<file path="config.mk">
export PLATFORM = sky130hd
export DESIGN_NAME = lvt_read_select
export DESIGN_NICKNAME = d
export VERILOG_FILES = /design/src/rtl/lvt_read_select_pkg.sv /design/src/rtl/lvt_read_select_lane.sv /design/src/rtl/lvt_read_select.sv
export SDC_FILE = /design/constraint.sdc
export NUM_CORES = 1
export LEC_CHECK = 0
export CAP_MARGIN = 20
export CORE_AREA = 4 4 336 338
export DETAILED_ROUTE_END_ITERATION = 6
export DIE_AREA = 0 0 340 342
export SYNTH_ARGS = -nofsm -noshare
export SYNTH_HDL_FRONTEND = slang
export SYNTH_SLANG_ARGS = --single-unit
</file>
<file path="constraint.sdc">
create_clock -name clk -period 3.37 [get_ports clk]
set_input_delay 0.5055 -clock clk [delete_from_list [all_inputs] [get_ports clk]]
set_output_delay 0.5055 -clock clk [all_outputs]
set_load 0.02 [all_outputs]
</file>
<file path="src/rtl/lvt_read_select_pkg.sv">
// Shared types for the LVT read-return path: the bank select field and the
// per-request pipeline record carried by every read lane.
package lvt_pkg;

  localparam int LVT_P      = 4;
  localparam int LVT_DATA_W = 32;

  // Width of one LVT select field; a single-bank table still needs one bit.
  function automatic int calc_n_pe_bits(input int ports);
    return (ports <= 1) ? 1 : $clog2(ports);
  endfunction

  localparam int LVT_N_PE_BITS = calc_n_pe_bits(LVT_P);

  typedef logic [LVT_N_PE_BITS-1:0] bank_id_t;

  typedef struct packed {
    logic                  valid;
    logic                  fwd;
    bank_id_t              sel;
    logic [LVT_DATA_W-1:0] data;
  } rd_pipe_t;

endpackage

</file>
<file path="src/rtl/lvt_read_select_lane.sv">
// One read port: same-cycle write forwarding, fixed-latency request pipeline
// and the final bank/forward mux into the registered output.
module lvt_read_lane
  import lvt_pkg::*;
#(
  parameter int p           = LVT_P,
  parameter int data_width  = LVT_DATA_W,
  parameter int index_width = 8,
  parameter int rd_lat      = 2
) (
  input  logic                       clk,
  input  logic                       reset,
  input  logic                       ren,
  input  logic [index_width-1:0]     raddr,
  input  logic [p-1:0]               wen,
  input  logic [p*index_width-1:0]   waddr,
  input  logic [p*data_width-1:0]    wdata,
  input  bank_id_t                   lvt_sel,
  input  logic [p*data_width-1:0]    bank_rdata,
  output logic [data_width-1:0]      rdata,
  output logic                       rvalid,
  output logic                       fwd_hit
);

  rd_pipe_t              pipe_q [rd_lat];
  rd_pipe_t              pipe_d [rd_lat];
  rd_pipe_t              head;
  logic [data_width-1:0] sel_data;
  logic [data_width-1:0] rdata_q, rdata_d;
  logic                  rvalid_q, rvalid_d;
  logic                  fwd_q, fwd_d;

  // Scan from the highest write port down so the lowest matching port wins.
  always_comb begin
    pipe_d[0]       = '0;
    pipe_d[0].valid = ren;
    for (int k = p - 1; k >= 0; k--) begin
      if (ren && wen[k] && (waddr[k*index_width +: index_width] == raddr)) begin
        pipe_d[0].fwd  = 1'b1;
        pipe_d[0].data = wdata[k*data_width +: data_width];
      end
    end
    for (int s = 1; s < rd_lat; s++) begin
      pipe_d[s] = pipe_q[s-1];
      if (s == 1) pipe_d[s].sel = lvt_sel;
    end
  end

  // With a one-cycle bank the LVT select arrives together with the bank data.
  always_comb begin
    head = pipe_q[rd_lat-1];
    if (rd_lat == 1) head.sel = lvt_sel;
    sel_data = bank_rdata[int'(head.sel)*data_width +: data_width];
    rdata_d  = rdata_q;
    if (head.valid) rdata_d = head.fwd ? head.data : sel_data;
    rvalid_d = head.valid;
    fwd_d    = head.valid & head.fwd;
  end

  always_ff @(posedge clk) begin
    if (reset) begin
      for (int s = 0; s < rd_lat; s++) pipe_q[s] <= '0;
      rdata_q  <= '0;
      rvalid_q <= 1'b0;
      fwd_q    <= 1'b0;
    end else begin
      for (int s = 0; s < rd_lat; s++) pipe_q[s] <= pipe_d[s];
      rdata_q  <= rdata_d;
      rvalid_q <= rvalid_d;
      fwd_q    <= fwd_d;
    end
  end

  assign rdata   = rdata_q;
  assign rvalid  = rvalid_q;
  assign fwd_hit = fwd_q;

endmodule

</file>
<file path="src/rtl/lvt_read_select.sv">
// Read-return stage behind the LVT hash memory: one lvt_read_lane per read
// port, the top level only slices the flat buses.
module lvt_read_select
  import lvt_pkg::*;
#(
  parameter int p           = LVT_P,
  parameter int data_width  = LVT_DATA_W,
  parameter int index_width = 8,
  parameter int n_PE_bits   = 2,
  parameter int rd_lat      = 2
) (
  input  logic                          clk,
  input  logic                          reset,
  input  logic [p-1:0]                  ren,
  input  logic [p*index_width-1:0]      raddr,
  input  logic [p-1:0]                  wen,
  input  logic [p*index_width-1:0]      waddr,
  input  logic [p*data_width-1:0]       wdata,
  input  logic [p*n_PE_bits-1:0]        lvt_sel,
  input  logic [p*p*data_width-1:0]     bank_rdata,
  output logic [p*data_width-1:0]       rdata,
  output logic [p-1:0]                  rvalid,
  output logic [p-1:0]                  fwd_hit
);

  if ((p < 2) || ((p & (p - 1)) != 0)) begin : g_bad_p
    $error("lvt_read_select: p must be a power of two >= 2");
  end
  if (n_PE_bits != $clog2(p)) begin : g_bad_sel
    $error("lvt_read_select: n_PE_bits must equal clog2(p)");
  end
  if ((p != LVT_P) || (data_width != LVT_DATA_W)) begin : g_bad_pkg
    $error("lvt_read_select: p/data_width must match lvt_pkg");
  end
  if (rd_lat < 1) begin : g_bad_lat
    $error("lvt_read_select: rd_lat must be >= 1");
  end

  // rvalid is a one-cycle strobe with no ready: the consumer must take
  // rdata/fwd_hit in the cycle rvalid is high; rdata holds otherwise.
  for (genvar i = 0; i < p; i++) begin : g_lane
    lvt_read_lane #(
      .p           (p),
      .data_width  (data_width),
      .index_width (index_width),
      .rd_lat      (rd_lat)
    ) u_lane (
      .clk        (clk),
      .reset      (reset),
      .ren        (ren[i]),
      .raddr      (raddr[i*index_width +: index_width]),
      .wen        (wen),
      .waddr      (waddr),
      .wdata      (wdata),
      .lvt_sel    (bank_id_t'(lvt_sel[i*n_PE_bits +: n_PE_bits])),
      .bank_rdata (bank_rdata[i*p*data_width +: p*data_width]),
      .rdata      (rdata[i*data_width +: data_width]),
      .rvalid     (rvalid[i]),
      .fwd_hit    (fwd_hit[i])
    );
  end

endmodule

</file>
==> run_summary.xml <==
<?xml version="1.0" encoding="UTF-8"?>
<metrics>
  <group name="synthesis">
    <metric name="synth.ff_latch_count" unit="">416</metric>
    <metric name="synth.yosys.warnings" unit="">0</metric>
    <metric name="async_flop_share" unit="%">0</metric>
    <metric name="synth_enable_flop_cells" unit="">0</metric>
    <metric name="synth_top_flop_cell" unit="">sky130_fd_sc_hd__dfxtp_1</metric>
    <metric name="syn_area" unit="um2">21500</metric>
    <metric name="syn_avg_cell_area" unit="um2">9.63</metric>
    <metric name="syn_nets" unit="">2959</metric>
    <metric name="netlist_instances" unit="">2237</metric>
    <metric name="synth.yosys.seq_area_share" unit="%">38.7</metric>
    <metric name="ys_types" unit="">49</metric>
  </group>
  <group name="setup_path">
    <metric name="required_worst_endpoint" unit="ns">3.80</metric>
    <metric name="worstSetupPathType" unit="">in2reg</metric>
    <metric name="critical_path.endpoint_type" unit="">register</metric>
    <metric name="startpoint" unit="">raddr[24]</metric>
    <metric name="worstRegToRegCells" unit="">4</metric>
    <metric name="regToRegStartpoint" unit="">g_lane[3].u_lane.pipe_q[0][68]</metric>
    <metric name="critPathArrivalTime" unit="ns">3.14</metric>
    <metric name="critical_path_peak_fanout" unit="">32</metric>
    <metric name="critical_path.startpoint_type" unit="">input pin</metric>
  </group>
  <group name="flow_run">
    <metric name="max_capacitance_violation_count" unit="">0</metric>
  </group>
  <group name="sta">
    <metric name="rsz0062_at_grt" unit="">false</metric>
    <metric name="final_period_minus_worst_setup_slack" unit="ns">2.72</metric>
    <metric name="worst_slew_pin_slew" unit="ns">1.04</metric>
    <metric name="final_hold_viol_count" unit="">0</metric>
    <metric name="finalCritPeriodShare" unit="%">80.6</metric>
    <metric name="final_worst_setup_slack" unit="ns">0.655</metric>
    <metric name="final.setup_skew" unit="ns">0.0612</metric>
    <metric name="setup_viol_count_final" unit="">0</metric>
    <metric name="slew_viol_final" unit="">0</metric>
    <metric name="achievable-frequency" unit="GHz">0.368</metric>
    <metric name="sum_of_negative_setup_slack" unit="ns">0</metric>
    <metric name="timing.slew.headroom" unit="%">30.6</metric>
  </group>
  <group name="die">
    <metric name="floorplan.core_area" unit="um2">110000</metric>
    <metric name="design.die.area" unit="um2">116000</metric>
    <metric name="die_h" unit="um">342</metric>
    <metric name="initial_core_utilization" unit="%">19.6</metric>
    <metric name="pin_count" unit="">858</metric>
    <metric name="floorplan.die.width" unit="um">340</metric>
    <metric name="rows" unit="">122</metric>
  </group>
  <group name="clock_tree">
    <metric name="ctsHtreeMaxLevel" unit="">2</metric>
    <metric name="post-cts-setup-buffers" unit="">0</metric>
    <metric name="cts_tree" unit="">yes</metric>
    <metric name="insertion_delay" unit="ns">0.64</metric>
    <metric name="clockBufferDepth" unit="">3</metric>
    <metric name="post_cts_hold_buffer_count" unit="">0</metric>
    <metric name="clock-sinks" unit="">416</metric>
    <metric name="root_buffer" unit="">sky130_fd_sc_hd__clkbuf_16</metric>
    <metric name="cts_made_buffers" unit="">49</metric>
    <metric name="clkSlewWorstSetupHoldPaths" unit="ns">0.06</metric>
    <metric name="cts.repair.resized" unit="">0</metric>
  </group>
  <group name="place">
    <metric name="dp_hpwl" unit="mm">99.6</metric>
    <metric name="port_buffers" unit="">857</metric>
    <metric name="pre_cts_ws" unit="ns">0.131</metric>
    <metric name="gp_routability_congestion" unit="">0.954</metric>
  </group>
  <group name="layout">
    <metric name="synthToLayoutAreaGrowth" unit="%">56.1</metric>
    <metric name="final_cell_mix" unit="">856 x sky130_fd_sc_hd__clkdlybuf4s50_1, 404 x sky130_fd_sc_hd__dfxtp_1, 233 x sky130_fd_sc_hd__nor2_1</metric>
    <metric name="fillCellCount" unit="">11500</metric>
    <metric name="final_nets" unit="">3713</metric>
    <metric name="post_route_cells_drive_above_1_share" unit="%">10.4</metric>
    <metric name="multiInputGateArea" unit="um2">12200</metric>
    <metric name="sequential_cell_area" unit="um2">8340</metric>
    <metric name="final_common_cell" unit="">sky130_fd_sc_hd__clkdlybuf4s50_1</metric>
  </group>
  <group name="detailed_routing">
    <metric name="num_vias" unit="">21800</metric>
    <metric name="route.detailed.drc" unit="">21</metric>
    <metric name="via_density_per_instance" unit="">4.77</metric>
    <metric name="initialDrtViolationCount" unit="">1932</metric>
    <metric name="post_drt_wl_per_cell" unit="um">27.0</metric>
    <metric name="drt_pass_1_iters" unit="">7</metric>
    <metric name="wl" unit="mm">123</metric>
    <metric name="antenna_left" unit="">0</metric>
  </group>
  <group name="global_routing">
    <metric name="grt_max_degree" unit="">90</metric>
    <metric name="grt_pass1_wl" unit="mm">167</metric>
    <metric name="grt_overflow" unit="">0</metric>
    <metric name="grt_use_total" unit="%">20.0</metric>
    <metric name="initial_antenna_violation_count" unit="">89</metric>
    <metric name="grt_pass1_vias" unit="">21400</metric>
  </group>
  <group name="pwr">
    <metric name="irDropWorstVdd" unit="mV">0.316</metric>
    <metric name="pwr_density_cell" unit="nW/um2">387</metric>
    <metric name="power_leakage" unit="nW">10.9</metric>
  </group>
  <group name="outcome">
    <metric name="run_status" unit="">finished, violations left</metric>
    <metric name="failing_checks" unit="">DRC</metric>
  </group>
  <group name="hold_path">
    <metric name="timing.hold.worst.start" unit="">reset</metric>
    <metric name="worst_hold_path_type" unit="">in2reg</metric>
    <metric name="worstHoldPathCells" unit="">2</metric>
  </group>
</metrics>
Yosys cell counts, types with 3 or more instances:
cell type | instances | area share [%]
sky130_fd_sc_hd__dfxtp_1 | 416 | 39
sky130_fd_sc_hd__nor2_1 | 234 | 4.1
sky130_fd_sc_hd__nor2b_1 | 156 | 4.5
sky130_fd_sc_hd__nand2_1 | 138 | 2.4
sky130_fd_sc_hd__clkbuf_1 | 135 | 2.4
sky130_fd_sc_hd__a211oi_1 | 128 | 4.5
sky130_fd_sc_hd__mux2i_1 | 128 | 5.9
sky130_fd_sc_hd__mux4_2 | 128 | 13
sky130_fd_sc_hd__nand3_1 | 100 | 2.3
sky130_fd_sc_hd__a21oi_1 | 97 | 2.3
sky130_fd_sc_hd__xor2_1 | 70 | 2.8
sky130_fd_sc_hd__xnor2_1 | 52 | 2.1
sky130_fd_sc_hd__buf_2 | 51 | 1.2
sky130_fd_sc_hd__a31o_1 | 45 | 1.8
sky130_fd_sc_hd__nand4_1 | 44 | 1.3
sky130_fd_sc_hd__nor4_1 | 39 | 1.1
sky130_fd_sc_hd__o21ai_1 | 38 | 0.88
sky130_fd_sc_hd__a221oi_1 | 32 | 1.3
sky130_fd_sc_hd__a31oi_1 | 25 | 0.73
sky130_fd_sc_hd__o21ai_0 | 22 | 0.51
sky130_fd_sc_hd__a211o_1 | 18 | 0.73
sky130_fd_sc_hd__a311o_1 | 18 | 0.84
sky130_fd_sc_hd__a21o_1 | 15 | 0.52
sky130_fd_sc_hd__buf_1 | 15 | 0.26
sky130_fd_sc_hd__and3_1 | 13 | 0.38
sky130_fd_sc_hd__buf_4 | 12 | 0.42
sky130_fd_sc_hd__a21oi_2 | 10 | 0.41
sky130_fd_sc_hd__nor3_1 | 10 | 0.23
sky130_fd_sc_hd__buf_6 | 9 | 0.47
sky130_fd_sc_hd__and2_1 | 6 | 0.17
sky130_fd_sc_hd__inv_1 | 6 | 0.10
sky130_fd_sc_hd__nor3_2 | 4 | 0.19
sky130_fd_sc_hd__nor4_2 | 3 | 0.17
sky130_fd_sc_hd__or3_1 | 3 | 0.087
critical path: stages:
cell and delay (ns):
sky130_fd_sc_hd__clkdlybuf4s50_1 0.58, sky130_fd_sc_hd__nor2b_1 0.23, sky130_fd_sc_hd__a2111oi_2 0.33, sky130_fd_sc_hd__nand4_1 0.27
sky130_fd_sc_hd__nor2_4 0.18, sky130_fd_sc_hd__buf_12 0.22, sky130_fd_sc_hd__a221oi_1 0.11, sky130_fd_sc_hd__nor4_1 0.68
kinds of logic after synthesis:
| group | count (synthesis) | share of synthesized area [%] |
|---|---|---|
| AO/OA/AOI/OAI | 451 | 14.6 |
| XOR/XNOR | 122 | 4.96 |
| buffers and inverters | 231 | 4.90 |
| flip-flops | 416 | 38.7 |
| multiplexers | 256 | 19.3 |
| AND/OR/NAND/NOR | 761 | 17.5 |
metal layers:
layer,vias to the layer above,wire length (um),GRT usage [%],part of all wire (%)
met5,-,312,0,0.25
met4,44,3670,5.33,3.0
met3,233,13800,8.44,11
met2,1268,56200,32.4,46
met1,10500,49200,24.5,40
li1,9755,-,-,-
sequential cells by signal, summed over array words and instances (netlist names):
name and cells:
g_lane.u_lane.pipe_q 280, g_lane.u_lane.rdata 128, g_lane.u_lane.fwd_hit 4, g_lane.u_lane.rvalid 4
metrics by stage:
step                area, um2  utilization (%)  power (mW)  cells  hold WS (ns)
global placement        31800             28.9        7.59   4427         0.424
CTS                     33500             30.4        13.2   4514         0.342
finish                  33600             30.5        13.0   4558         0.344
floorplan               21500                -        6.08   2237         0.414
detailed placement      31800             28.9        7.60   4427         0.422
global route            33500             30.4        13.5   4520         0.368
report_power, final:
group,internal (mW),switching (mW)
logic,1.36,0.994
registers,5.02,0.115
clock network,3.22,2.30
layout make-up:
| class | count | area share [%] |
|---|---|---|
| Clock inverter | 21 | 0.882 |
| Clock buffer | 66 | 4.02 |
| Multi-Input combinational cell | 1590 | 36.2 |
| Timing Repair Buffer | 927 | 28.1 |
| Inverter | 7 | 0.0782 |
| Tap cell | 1488 | 5.54 |
| Antenna cell | 43 | 0.320 |
| Sequential cell | 416 | 24.8 |
final timing paths:
check	slack (ns)	endpoint
worst max register to register	1.27	g_lane[3].u_lane.rdata[7]
worst min-delay path	0.34	g_lane[1].u_lane.pipe_q[0][69]
worst min register to register	0.43	g_lane[3].u_lane.pipe_q[0][71]
worst max-delay path	0.65	g_lane[3].u_lane.pipe_q[0][11]
No activity file was read; power rests on OpenSTA's default activity.
